$ cat src/rtl/fp_minmax_pkg.sv
// Shared types and IEEE-754 field helpers for the FP min/max reduction unit.
// Helpers take fields zero-extended to FMAX bits so one package serves any EXP_W/MAN_W.
package fp_minmax_pkg;

   localparam int FMAX = 64;

   typedef enum logic [1:0] {
      IDLE  = 2'd0,
      ACCUM = 2'd1,
      DONE  = 2'd2
   } state_t;

   localparam logic MODE_MIN = 1'b0;
   localparam logic MODE_MAX = 1'b1;

   function automatic logic [FMAX-1:0] ones_mask(input int w);
      return (FMAX'(1) << w) - FMAX'(1);
   endfunction

   // Sign 0, exponent all ones, only the mantissa MSB set.
   function automatic logic [FMAX-1:0] canon_qnan(input int exp_w, input int man_w);
      return (ones_mask(exp_w) << man_w) | (FMAX'(1) << (man_w - 1));
   endfunction

   function automatic logic is_nan(input logic [FMAX-1:0] exp_f,
                                   input logic [FMAX-1:0] man_f,
                                   input int exp_w);
      return (exp_f == ones_mask(exp_w)) && (man_f != '0);
   endfunction

   function automatic logic is_zero(input logic [FMAX-1:0] exp_f,
                                    input logic [FMAX-1:0] man_f);
      return (exp_f == '0) && (man_f == '0);
   endfunction

   function automatic logic is_subnormal(input logic [FMAX-1:0] exp_f,
                                         input logic [FMAX-1:0] man_f);
      return (exp_f == '0) && (man_f != '0);
   endfunction

endpackage

$ cat src/rtl/fp_cmp_lt.sv
// Combinational IEEE-754 "a < b" on bit patterns: -0 < +0, infinities ordinary.
// Inputs are assumed NaN-free; the caller filters NaNs.
module fp_cmp_lt #(
   parameter  int EXP_W = 8,
   parameter  int MAN_W = 23,
   localparam int DW    = 1 + EXP_W + MAN_W
) (
   input  logic [DW-1:0] a,
   input  logic [DW-1:0] b,
   output logic          a_lt_b
);

   always_comb begin
      a_lt_b = 1'b0;
      if (a[DW-1] != b[DW-1])
         a_lt_b = a[DW-1];
      else if (a[DW-1])
         a_lt_b = a[DW-2:0] > b[DW-2:0];
      else
         a_lt_b = a[DW-2:0] < b[DW-2:0];
   end

endmodule

$ cat src/rtl/fp_minmax_reduce.sv
// Streaming FP min/max reduction over LEN elements, returning value, winning index and NaN flag.
// Macro FP_MINMAX_DAZ_EN flushes subnormal inputs to same-signed zero before compare and storage.
module fp_minmax_reduce
   import fp_minmax_pkg::*;
#(
   parameter  int EXP_W = 8,
   parameter  int MAN_W = 23,
   parameter  int CNT_W = 8,
   localparam int DW    = 1 + EXP_W + MAN_W
) (
   input  logic             clk,
   input  logic             rst,
   input  logic             start,
   input  logic             mode,
   input  logic [CNT_W-1:0] len,
   input  logic             in_valid,
   output logic             in_ready,
   input  logic [DW-1:0]    in_data,
   output logic             out_valid,
   input  logic             out_ready,
   output logic [DW-1:0]    out_data,
   output logic [CNT_W-1:0] out_index,
   output logic             nan_flag,
   output logic             busy
);

   localparam logic [DW-1:0] QNAN = DW'(canon_qnan(EXP_W, MAN_W));

   state_t           state, state_nxt;
   logic             mode_q;
   logic [CNT_W-1:0] len_q;
   logic [CNT_W-1:0] elem_cnt;
   logic             have_val;
   logic [DW-1:0]    x_eff;
   logic             x_nan;
   logic             better;
   logic             xfer;
   logic             last_elem;
   logic [DW-1:0]    cmp_a, cmp_b;

   assign x_nan = is_nan(FMAX'(in_data[DW-2 -: EXP_W]), FMAX'(in_data[MAN_W-1:0]), EXP_W);

`ifdef FP_MINMAX_DAZ_EN
   always_comb begin
      x_eff = in_data;
      if (is_subnormal(FMAX'(in_data[DW-2 -: EXP_W]), FMAX'(in_data[MAN_W-1:0])))
         x_eff = {in_data[DW-1], {(DW-1){1'b0}}};
   end
`else
   assign x_eff = in_data;
`endif

   // min replaces on x < acc, max on acc < x; strict compare keeps the earliest tie.
   assign cmp_a = (mode_q == MODE_MAX) ? out_data : x_eff;
   assign cmp_b = (mode_q == MODE_MAX) ? x_eff    : out_data;

   fp_cmp_lt #(.EXP_W(EXP_W), .MAN_W(MAN_W)) u_cmp (
      .a      (cmp_a),
      .b      (cmp_b),
      .a_lt_b (better)
   );

   assign xfer      = (state == ACCUM) && in_valid;
   assign last_elem = (elem_cnt == len_q - CNT_W'(1));
   assign busy      = (state != IDLE);

   always_ff @(posedge clk or posedge rst) begin
      if (rst)
         state <= IDLE;
      else
         state <= state_nxt;
   end

   always_comb begin
      state_nxt = state;
      in_ready  = 1'b0;
      out_valid = 1'b0;
      case (state)
         IDLE: begin
            if (start)
               state_nxt = (len == '0) ? DONE : ACCUM;
         end
         ACCUM: begin
            in_ready = 1'b1;
            if (in_valid && last_elem)
               state_nxt = DONE;
         end
         DONE: begin
            out_valid = 1'b1;
            if (out_ready)
               state_nxt = IDLE;
         end
         default: state_nxt = IDLE;
      endcase
   end

   // Accumulator starts as qNaN so an all-NaN or empty job returns it untouched.
   always_ff @(posedge clk or posedge rst) begin
      if (rst) begin
         mode_q    <= MODE_MIN;
         len_q     <= '0;
         elem_cnt  <= '0;
         have_val  <= 1'b0;
         nan_flag  <= 1'b0;
         out_data  <= '0;
         out_index <= '0;
      end else if (state == IDLE && start) begin
         mode_q    <= mode;
         len_q     <= len;
         elem_cnt  <= '0;
         have_val  <= 1'b0;
         nan_flag  <= 1'b0;
         out_data  <= QNAN;
         out_index <= '0;
      end else if (xfer) begin
         elem_cnt <= elem_cnt + CNT_W'(1);
         if (x_nan) begin
            nan_flag <= 1'b1;
         end else if (!have_val || better) begin
            out_data  <= x_eff;
            out_index <= elem_cnt;
            have_val  <= 1'b1;
         end
      end
   end

endmodule

$ cat config.mk
export PLATFORM = sky130hd
export DESIGN_NAME = fp_minmax_reduce
export DESIGN_NICKNAME = d
export VERILOG_FILES = /design/src/rtl/fp_minmax_pkg.sv /design/src/rtl/fp_cmp_lt.sv /design/src/rtl/fp_minmax_reduce.sv
export SDC_FILE = /design/constraint.sdc
export NUM_CORES = 1
export LEC_CHECK = 0
export CORE_MARGIN = 2
export CORE_UTILIZATION = 60
export DETAILED_ROUTE_END_ITERATION = 10
export DONT_BUFFER_PORTS = 1
export GPL_TIMING_DRIVEN = 0
export PLACE_DENSITY = 0.78
export SETUP_SLACK_MARGIN = 0.4
export SLEW_MARGIN = 0
export SYNTH_ARGS = -nofsm -noshare
export SYNTH_HDL_FRONTEND = slang
export SYNTH_SLANG_ARGS = --single-unit
$ cat constraint.sdc
create_clock -name clk -period 6.4 [get_ports clk]
set_input_delay 1.6 -clock clk [delete_from_list [all_inputs] [get_ports clk]]
set_output_delay 1.6 -clock clk [all_outputs]
set_load 0.005 [all_outputs]
==> results of run 1 <==
power by group through the flow:
| stage | sequential (W) | clock [W] | combinational [W] |
|---|---|---|---|
| 2_1_floorplan | 0.000673 | 0 | 0.00141 |
| 3_3_place_gp | 0.000724 | 0 | 0.00170 |
| 3_5_place_dp | 0.000730 | 0 | 0.00180 |
| 4_1_cts | 0.000724 | 0.000352 | 0.00181 |
| 5_1_grt | 0.000754 | 0.000372 | 0.00205 |
| 6_report | 0.000728 | 0.000352 | 0.00184 |
worst max-delay path, cell delays in order (launching register included):
cell and delay [ns]:
dfrtp_1 0.39, buf_1 0.37, buf_1 0.54, mux2_2 0.41, ha_1 0.32, a211oi_1 0.22, nor2_1 0.08, o31a_1 0.27
o41ai_2 0.41, a31oi_1 0.18, o32ai_2 0.56, clkbuf_1 0.42, or3_1 0.18, nand3_1 0.10
placed cells by master (no fill, tap or decap), types with 10 or more instances in the layout:
master	n
buf_1	10
o21ai_0	12
mux2_2	30
ha_1	32
clkbuf_1	32
inv_1	14
clkbuf_8	10
a21oi_1	15
or3_1	32
nand3_1	39
dfrtp_1	61
o211ai_1	19
nand2_1	65
xor2_1	11
a41oi_1	31
nor2_1	54
mux2i_1	31
nand4_1	44
cell families after synthesis:
| kind of cell | after synthesis | synth area share |
|---|---|---|
| mux | 61 | 0.1290 |
| buf+inv | 66 | 0.05828 |
| compound gates | 97 | 0.1430 |
| xor+xnor | 19 | 0.03462 |
| flops | 61 | 0.3039 |
| fa+ha+maj | 32 | 0.07970 |
| simple gates | 256 | 0.2516 |
metal layers:
layer | vias to the layer above | share of wire | wire length (um) | GRT usage
met5 | - | 0 | 0 | 0
met4 | 0 | 0.027 | 385 | 0.1417
met3 | 40 | 0.094 | 1335 | 0.06245
met2 | 302 | 0.47 | 6681 | 0.5153
met1 | 2334 | 0.41 | 5786 | 0.4289
li1 | 2240 | - | - | -
through the flow:
stage | hold slack, ns | util | instance area, um^2 | instances
2_1_floorplan | 0.4560 | - | 5024 | 592
3_3_place_gp | 0.4960 | 0.6305 | 5155 | 697
3_5_place_dp | 0.4951 | 0.6330 | 5175 | 698
4_1_cts | 0.5167 | 0.6566 | 5368 | 714
5_1_grt | 0.5457 | 0.6566 | 5368 | 714
6_report | 0.5128 | 0.6566 | 5368 | 714
sequential cells by signal, summed over array words and instances, names as in the netlist:
register   count
have_val       1
elem_cnt       8
state          2
out_index      8
nan_flag       1
out_data      32
mode_q         1
len_q          8
area by class of cell:
type / count / area [um^2] / share of cell area
buffer: 51 / 236.5 / 0.04406
tap: 105 / 131.4 / 0.02448
clock buffer: 12 / 145.1 / 0.02704
inverter: 15 / 56.30 / 0.01049
sequential: 61 / 1526 / 0.2844
timing repair buffer: 1 / 20.02 / 0.003730
clock inverter: 4 / 47.55 / 0.008858
multi-input combinational: 465 / 3204 / 0.5970
worst paths after layout:
path	depth (start not counted)	slack [ns]	endpoint	start
max	13	1.80	out_index[6]$_DFFE_PP0P_	mode_q$_DFFE_PP0P_
min in group asynchronous	1	1.21	out_data[29]$_DFFE_PP0P_	rst
max in group asynchronous	2	4.57	out_data[0]$_DFFE_PP0P_	rst
min	2	0.51	len_q[7]$_DFFE_PP0P_	len_q[7]$_DFFE_PP0P_
max reg2reg	13	1.80	out_index[6]$_DFFE_PP0P_	mode_q$_DFFE_PP0P_
min reg2reg	2	0.51	len_q[7]$_DFFE_PP0P_	len_q[7]$_DFFE_PP0P_
==> results.cfg, run 1 <==
[clock_tree]
clock_latency_ns = 0.35
cts_hold_buf = 0
post_cts_buffers = 0
clockBufferDepth = 2
cts-resized-gates = 0
cts_tree = done
htreeDepth = 3
cts_buffers = 9
root_buffer = clkbuf_8
path_clk_slew_ns = 0.07
cts.sink_count = 61

[timing]
finalSetupViolations = 0
relSlewSlack = 0.4591
worst_pin_slew_ns = 0.8113
final.setup_skew_ns = 0.009026
fin_crit_sh = 0.7194
rsz0062_at_grt = false
fin_crit_ns = 4.604
fin_tns_setup_ns = 0
hold_violations = 0
slew_viol_final = 0
fin_ws_ns = 1.796
clock.fmax_mhz = 217.2

[setup_path]
worst-setup-path-type = flop to flop
critPathLaunchType = flop
cp.required_ns = 6.61
crit_arrival_ns = 4.82
critPathMaxFanout = 10
crit_path_end_kind = flop

[synthesis]
synthFlopType = dfrtp_1
syn_area_mm2 = 0.005024
synth.most_common_cell = nand2_1
yosysTopAreaCell = dfrtp_1
synth_top_area_frac = 0.3039
yosys_warnings = 0
netlist_instances = 592
synth_common_cells = 65 x nand2_1, 61 x dfrtp_1, 54 x nor2_1, 44 x nand4_1, 39 x nand3_1
synth_seq_cells = 61
synthTopCellsByArea = dfrtp_1 30%, ha_1 8.0%, mux2_2 6.7%
yosysSeqAreaShare = 0.3039
synth.avg_cell_area_um2 = 8.486
synth_edf_count = 0
synth_async_sr_flop_share = 1.000
ys_types = 44
syn_nets = 670

[drt]
routed_wirelength_um = 14190
viasPerCell = 6.885
drtPass1Iterations = 7
vias = 4916
drc = 0
ant_nets = 0
drtIter0Drc = 505
wl_per_cell_um = 19.87

[power_and_ir_drop]
p_sw_w = 0.001461
ir_worst_vdd_mv = 0.2527
clockPowerShare = 0.120
switching_share = 0.5000
power_leakage_nw = 2.301
finalPower_w = 0.002923
power_density_mw_per_mm2 = 544.5
pwr-share-comb = 0.630
p_seq_frac = 0.249
p_int_w = 0.001461

[layout]
area_growth_pct = 6.849
diodes = 0
final_net_count = 682
layout-drive-gt1-share = 0.1018
num-fill-cells = 687

[global_routing]
first_global_vias = 4762
grt_antenna_before_repair = 0
grt_use_total = 0.3233
grt_pass1_wl_um = 23170
gr-total-overflow = 0
grt_max_degree = 32

[floorplanning]
die_area_mm2 = 0.009120
initial_core_util = 0.6145
io_pins = 90
dieWidth_um = 95.50
rows = 33
coreArea_mm2 = 0.008175
die_y_um = 95.50

[placed_design]
finalWeightedCongestion = 0.8588
io_buffers = 0
place_ws_ns = 1.743
hpwl_um = 10350

[hold_path]
hold_class = flop to flop

[status]
outcome = complete, no violations

[run]
drv_cap = 0
Power figures use the tool's default switching activity.
==> run 2: changes to the inputs <==
--- a/config.mk
+++ b/config.mk
@@ -5,8 +5,9 @@
 export SDC_FILE = /design/constraint.sdc
 export NUM_CORES = 1
 export LEC_CHECK = 0
+export ABC_AREA = 1
 export CORE_MARGIN = 2
-export CORE_UTILIZATION = 60
+export CORE_UTILIZATION = 58
 export DETAILED_ROUTE_END_ITERATION = 10
 export DONT_BUFFER_PORTS = 1
 export GPL_TIMING_DRIVEN = 0
==> constraint.sdc (replaced) <==
create_clock -name clk -period 3.7 [get_ports clk]
set_input_delay 0.925 -clock clk [delete_from_list [all_inputs] [get_ports clk]]
set_output_delay 0.925 -clock clk [all_outputs]
set_load 0.005 [all_outputs]
==> run 2 against run 1 <==
Combinational power rose by 36%. Clock skew fell by 0.0031 ns. Final cell count rose by 8.3%. Maximum frequency rose by 56%. Die area fell by 7.0%. Worst hold slack got worse by 0.037 ns. Synthesized cell count rose by 10%. Non-clock buffer count fell by 16. Critical path depth rose by 6. Largest cell class unchanged. Highest routed layer unchanged.
==> results.cfg, run 2 <==
[status]
outcome = complete, no violations

[global_routing]
first_global_vias = 4351
grt_pass1_wl_um = 19720
gr-total-overflow = 0
grt_use_total = 0.2896
grt_antenna_before_repair = 0
grt_max_degree = 42

[layout]
largest_register = out_data
regArea_mm2 = 0.001526
layout-drive-gt1-share = 0.07601
multiInputGateArea_mm2 = 0.002546
num-fill-cells = 665
largest_reg_flops = 32
layout_common_cells = 211 x nand2_1, 72 x o21ai_0, 65 x inv_1, 61 x dfrtp_1, 49 x nand3_1
area_growth_pct = 9.316
diodes = 0
final_common_cell = nand2_1
final_util = 0.6465
final_net_count = 744

[timing]
worst_pin_slew_ns = 0.6537
fin_crit_ns = 2.948
clock.fmax_mhz = 339.2
final.setup_skew_ns = 0.005944
hold_violations = 0
hold_ws_ns = 0.4754
fin_tns_setup_ns = 0
finalSetupViolations = 0
relSlewSlack = 0.5602
slew_viol_final = 0
fin_ws_ns = 0.7515
rsz0062_at_grt = false
fin_crit_sh = 0.7969

[synthesis]
synth_edf_count = 0
synth.area.mux_share = 0.002225
synth_adder_area_share = 0.08899
syn_area_mm2 = 0.004499
syn_nets = 732
synthTopCellsByArea = dfrtp_1 34%, nand2_1 18%, ha_1 8.9%
synth.avg_cell_area_um2 = 6.880
synth_compound_area_frac = 0.1143
synth_top_family_by_area = simple AND/OR/NAND/NOR gates
yosysSeqAreaShare = 0.3393
yosys_warnings = 0
yosysTopAreaCell = dfrtp_1
synth_top_area_frac = 0.3393
ys_types = 33
synth_common_cells = 211 x nand2_1, 72 x o21ai_0, 66 x inv_1, 61 x dfrtp_1, 49 x nand3_1
synthXorXnorAreaFrac = 0.01947
synthFlopType = dfrtp_1
netlist_instances = 654
synth_async_sr_flop_share = 1.000
synthSimpleGateAreaFrac = 0.3409
synth.most_common_cell = nand2_1
synth_seq_cells = 61

[floorplanning]
dieWidth_um = 92.08
coreArea_mm2 = 0.007607
die_y_um = 92.08
rows = 32
io_pins = 90
initial_core_util = 0.5914
die_area_mm2 = 0.008478

[setup_path]
critPathLaunchType = flop
ff2ff_setup_slack_ns = 0.75
cp.required_ns = 3.94
r2r_cells = 19
r2r_end = out_data[22]$_DFFE_PP0P_
worst-setup-path-type = flop to flop
crit_arrival_ns = 3.19
reg2reg_from = mode_q$_DFFE_PP0P_
critPathMaxFanout = 10
crit_path_end_kind = flop

[power_and_ir_drop]
power_leakage_nw = 2.581
power_density_mw_per_mm2 = 909.2
ir_worst_vdd_mv = 0.4401
finalPower_w = 0.004472

[drt]
drtPass1Iterations = 4
vias = 4478
viasPerCell = 5.793
ant_nets = 0
drtIter0Drc = 213
wl_per_cell_um = 15.61
drc = 0
routed_wirelength_um = 12070

[hold_path]
hold_class = input port to async pin

[clock_tree]
cts_buffers = 9
path_clk_slew_ns = 0.08
cts.sink_count = 61
root_buffer = clkbuf_8
cts_tree = done
htreeDepth = 3
cts_hold_buf = 0
clockBufferDepth = 2
clock_latency_ns = 0.35

[run]
drv_cap = 0

[placed_design]
place_ws_ns = 0.5426
io_buffers = 0
hpwl_um = 8974
finalWeightedCongestion = 0.8997
==> run 2: power by group <==
part | switching [W] | leakage [nW] | internal (W)
registers | 0.000276 | 0.788 | 0.000906
logic | 0.00160 | 1.67 | 0.000915
clock network | 0.000290 | 0.126 | 0.000485
total | 0.00217 | 2.58 | 0.00231
==> run 2: logic make-up after synthesis <==
family | after synthesis
buffers and inverters | 103
adder cells (fa/ha/maj) | 32
flip-flops | 61
XOR/XNOR | 10
AND/OR/NAND/NOR | 352
multiplexers | 1
AO/OA/AOI/OAI | 95
==> run 2: metrics by stage <==
step,std cells,cell area [um^2]
after global routing,773,4918
after detailed placement,757,4647
after global placement,756,4627
final,773,4918
after floorplan,654,4499
after CTS,773,4905
==> run 2: per-layer routing <==
metal  vias up  global-route usage  wire [um]
met5         -                   0          0
met4         0             0.09950        186
met3        23             0.07395       1053
met2       186              0.4902       5831
met1      2087              0.3597       4997
li1       2182                   -          -
==> run 2: timing repair <==
action                                  4_1_cts  5_1_grt
buffers inserted                              0        0
endpoints found under the setup margin        0       41
resized for setup                             0       22
==> run 2: worst max-delay path, cell delays in order, from the launching register on <==
cell and delay, ns:
dfrtp_1 0.37, buf_2 0.16, clkbuf_2 0.18, clkbuf_2 0.24, nand2_1 0.10, o21ai_0 0.09
ha_1 0.31, nand2_1 0.07, nor2_1 0.15, nand4_1 0.16, a21oi_1 0.17, nor2_1 0.06
nand2_1 0.09, nand2_1 0.06, nand2_1 0.07, nand2_2 0.10, nand2_4 0.13, nand2_2 0.16
nand2_1 0.12, nand2_1 0.05
==> run 2: area by class of cell <==
type	count	share of cell area
Inverter	68	0.05190
Buffer	35	0.03765
Timing Repair Buffer	1	0.004070
Tap cell	102	0.02595
Sequential cell	61	0.3104
Clock buffer	11	0.03078
Clock inverter	5	0.02162
Multi-Input combinational cell	490	0.5177
==> run 2: worst max path at each step <==
stage                                          end          startpoint  cells after the start
after global placement    out_data[25]$_DFFE_PP0P_                 rst                      1
after detailed placement  out_data[22]$_DFFE_PP0P_  mode_q$_DFFE_PP0P_                     18
after floorplan           out_data[22]$_DFFE_PP0P_         in_data[22]                     17
final                     out_data[22]$_DFFE_PP0P_  mode_q$_DFFE_PP0P_                     19
after global routing      out_data[23]$_DFFE_PP0P_  mode_q$_DFFE_PP0P_                     19
after CTS                 out_data[22]$_DFFE_PP0P_  mode_q$_DFFE_PP0P_                     18
==> run 3: changes to the inputs <==
==> constraint.sdc (replaced) <==
create_clock -name clk -period 2.43 [get_ports clk]
set_input_delay 0.6075 -clock clk [delete_from_list [all_inputs] [get_ports clk]]
set_output_delay 0.6075 -clock clk [all_outputs]
set_load 0.005 [all_outputs]
==> run 3 against run 2 <==
The run now ends with negative setup slack left. Final cell count rose by 1.8%. Worst hold slack got worse by 0.35 ns. Flip-flop and latch count is the same. Clock power up 41%. Die area unchanged. Critical endpoint is now out_data[27]$_DFFE_PP0P_.
==> results.cfg, run 3 (synthesis results as in run 2) <==
[timing]
finalSetupViolations = 41
slew_viol_final = 0
clock.fmax_mhz = 343.7
worst_pin_slew_ns = 0.7208
fin_crit_sh = 1.197
relSlewSlack = 0.5195
fin_crit_ns = 2.909
final.setup_skew_ns = 0.009431
rsz0062_at_grt = true
fin_ws_ns = -0.4793
hold_violations = 0
fin_tns_setup_ns = -18.07

[layout]
multiInputGateArea_mm2 = 0.002769
layout_common_cells = 202 x nand2_1, 65 x inv_1, 61 x dfrtp_1, 53 x o21ai_0, 39 x nand4_1
final_common_cell = nand2_1
final_net_count = 758
final_cells = 787
largest_reg_flops = 32
area_growth_pct = 22.11
layout-drive-gt1-share = 0.1679
final_area_mm2 = 0.005494
num-fill-cells = 587
largest_register = out_data
diodes = 0
final_util = 0.7222
regArea_mm2 = 0.001526

[clock_tree]
path_clk_slew_ns = 0.08
clockBufferDepth = 2
cts.sink_count = 61
cts_tree = done
cts_buffers = 9
cts_hold_buf = 0
htreeDepth = 3
root_buffer = clkbuf_8
clock_latency_ns = 0.35

[global_routing]
use_met1 = 0.3572
grt.busiest_layer = met2
grt_antenna_before_repair = 0
gr-total-overflow = 0
grt_max_degree = 62
grtUsageMet3 = 0.07970
grt_pass1_wl_um = 20600
met2_usage = 0.5202
grt_use_total = 0.3051
first_global_vias = 4489

[setup_path]
crit_arrival_ns = 3.15
path_cells = buf_6 -> clkbuf_16 -> clkbuf_16 -> nand2_2 -> o21ai_2 -> ha_1 -> nand2_2 -> o21bai_1 -> nand2_1 -> nand2_1 -> nand2_1 -> nor2_1 -> nand2_1 -> nand2_1 -> nand2_1 -> nand2_2 -> nand2_4 -> buf_12 -> clkbuf_16 -> nand3_2 -> nand2_1
critPathMaxFanout = 10
cp.required_ns = 2.67
slowest_delay_ns = 0.38
slowest_stage = dfrtp_1
worst-setup-path-type = flop to flop
critPathLaunchType = flop
critPathMostFrequentCell = nand2_1
crit_path_end_kind = flop

[placed_design]
finalWeightedCongestion = 0.8704
place_area_mm2 = 0.004746
hpwl_um = 8882
dp_cells = 756
io_buffers = 0

[drt]
vias = 4712
routed_wirelength_um = 13260
drc = 0
drtPass1Iterations = 6
ant_nets = 0
viasPerCell = 5.987
drtIter0Drc = 332
wl_per_cell_um = 16.85

[power_and_ir_drop]
power_leakage_nw = 2.800
ir_worst_vdd_mv = 0.6570
power_density_mw_per_mm2 = 1445

[floorplanning]
initial_core_util = 0.5914
coreArea_mm2 = 0.007607
dieWidth_um = 92.08
die_area_mm2 = 0.008478
die_y_um = 92.08
io_pins = 90
rows = 32

[hold_path]
hold_class = input port to async pin

[status]
outcome = finished with violations
violations = negative setup slack

[run]
drv_cap = 0
==> run 3: cell types whose count changed in the layout (fill, tap and decap cells not counted), sizes merged <==
cell / change
clkbuf: +5
clkinvlp: +1
bufinv: -1
buf: +9
==> run 3: cell type report <==
| cell class | count | share of cell area |
|---|---|---|
| repair buffers | 15 | 0.04054 |
| clock inverters | 5 | 0.01480 |
| plain buffers | 35 | 0.06491 |
| multi-input cells | 490 | 0.5040 |
| well taps | 102 | 0.02323 |
| inverters | 68 | 0.04714 |
| clock buffers | 11 | 0.02756 |
| flip-flops and latches | 61 | 0.2778 |
==> run 3: final timing paths <==
| kind | start | to | slack, ns | cells after the start |
|---|---|---|---|---|
| setup / recovery | mode_q$_DFFE_PP0P_ | out_data[27]$_DFFE_PP0P_ | -0.48 | 21 |
| hold / removal | rst | out_data[19]$_DFFE_PP0P_ | 0.13 | 1 |
| setup reg to reg | mode_q$_DFFE_PP0P_ | out_data[27]$_DFFE_PP0P_ | -0.48 | 21 |
| hold reg to reg | len_q[5]$_DFFE_PP0P_ | len_q[5]$_DFFE_PP0P_ | 0.52 | 2 |
| max in group asynchronous | rst | len_q[5]$_DFFE_PP0P_ | 1.74 | 2 |
| min in group clk | len[3] | len_q[3]$_DFFE_PP0P_ | 0.37 | 2 |
==> run 3: per-layer routing <==
layer  vias up  wire length [um]
met5         -                 0
met4         0               447
met3        48              1040
met2       244              6553
met1      2204              5219
li1       2216                 -
==> run 3: repair_timing <==
item | 4_1_cts | 5_1_grt
gates cloned | 4 | 2
resized for setup | 45 | 41
pin swaps | 5 | 28
hold endpoints to repair | 0 | 0
setup endpoints to repair | 42 | 46
buffers inserted | 7 | 1
==> run 3: critical path: cells and delay by family, from the launching register on <==
family,cells,cell delay [ns]
adders and majority gates,1,0.32
AOI/OAI and AO/OA,2,0.19
DFF,1,0.38
buffers and inverters,5,0.78
and+or+nand+nor,13,1.13
==> run 3: where the power goes <==
group / switching (W) / leakage [nW] / internal (W)
clock network: 0.000456 / 0.116 / 0.000636
registers: 0.000462 / 0.788 / 0.00138
logic: 0.00287 / 1.90 / 0.00214
total: 0.00379 / 2.80 / 0.00415
==> run 3: through the flow <==
stage / power [W] / setup WS, ns / hold slack [ns]
2_1_floorplan: 0.004809 / 0.08629 / 0.4719
6_report: 0.007940 / -0.4793 / 0.1277
5_1_grt: 0.008572 / -0.6480 / 0.1507
3_3_place_gp: 0.005535 / -0.3522 / 0.5114
4_1_cts: 0.007396 / -0.2704 / 0.3654
3_5_place_dp: 0.005731 / -0.4346 / 0.5130
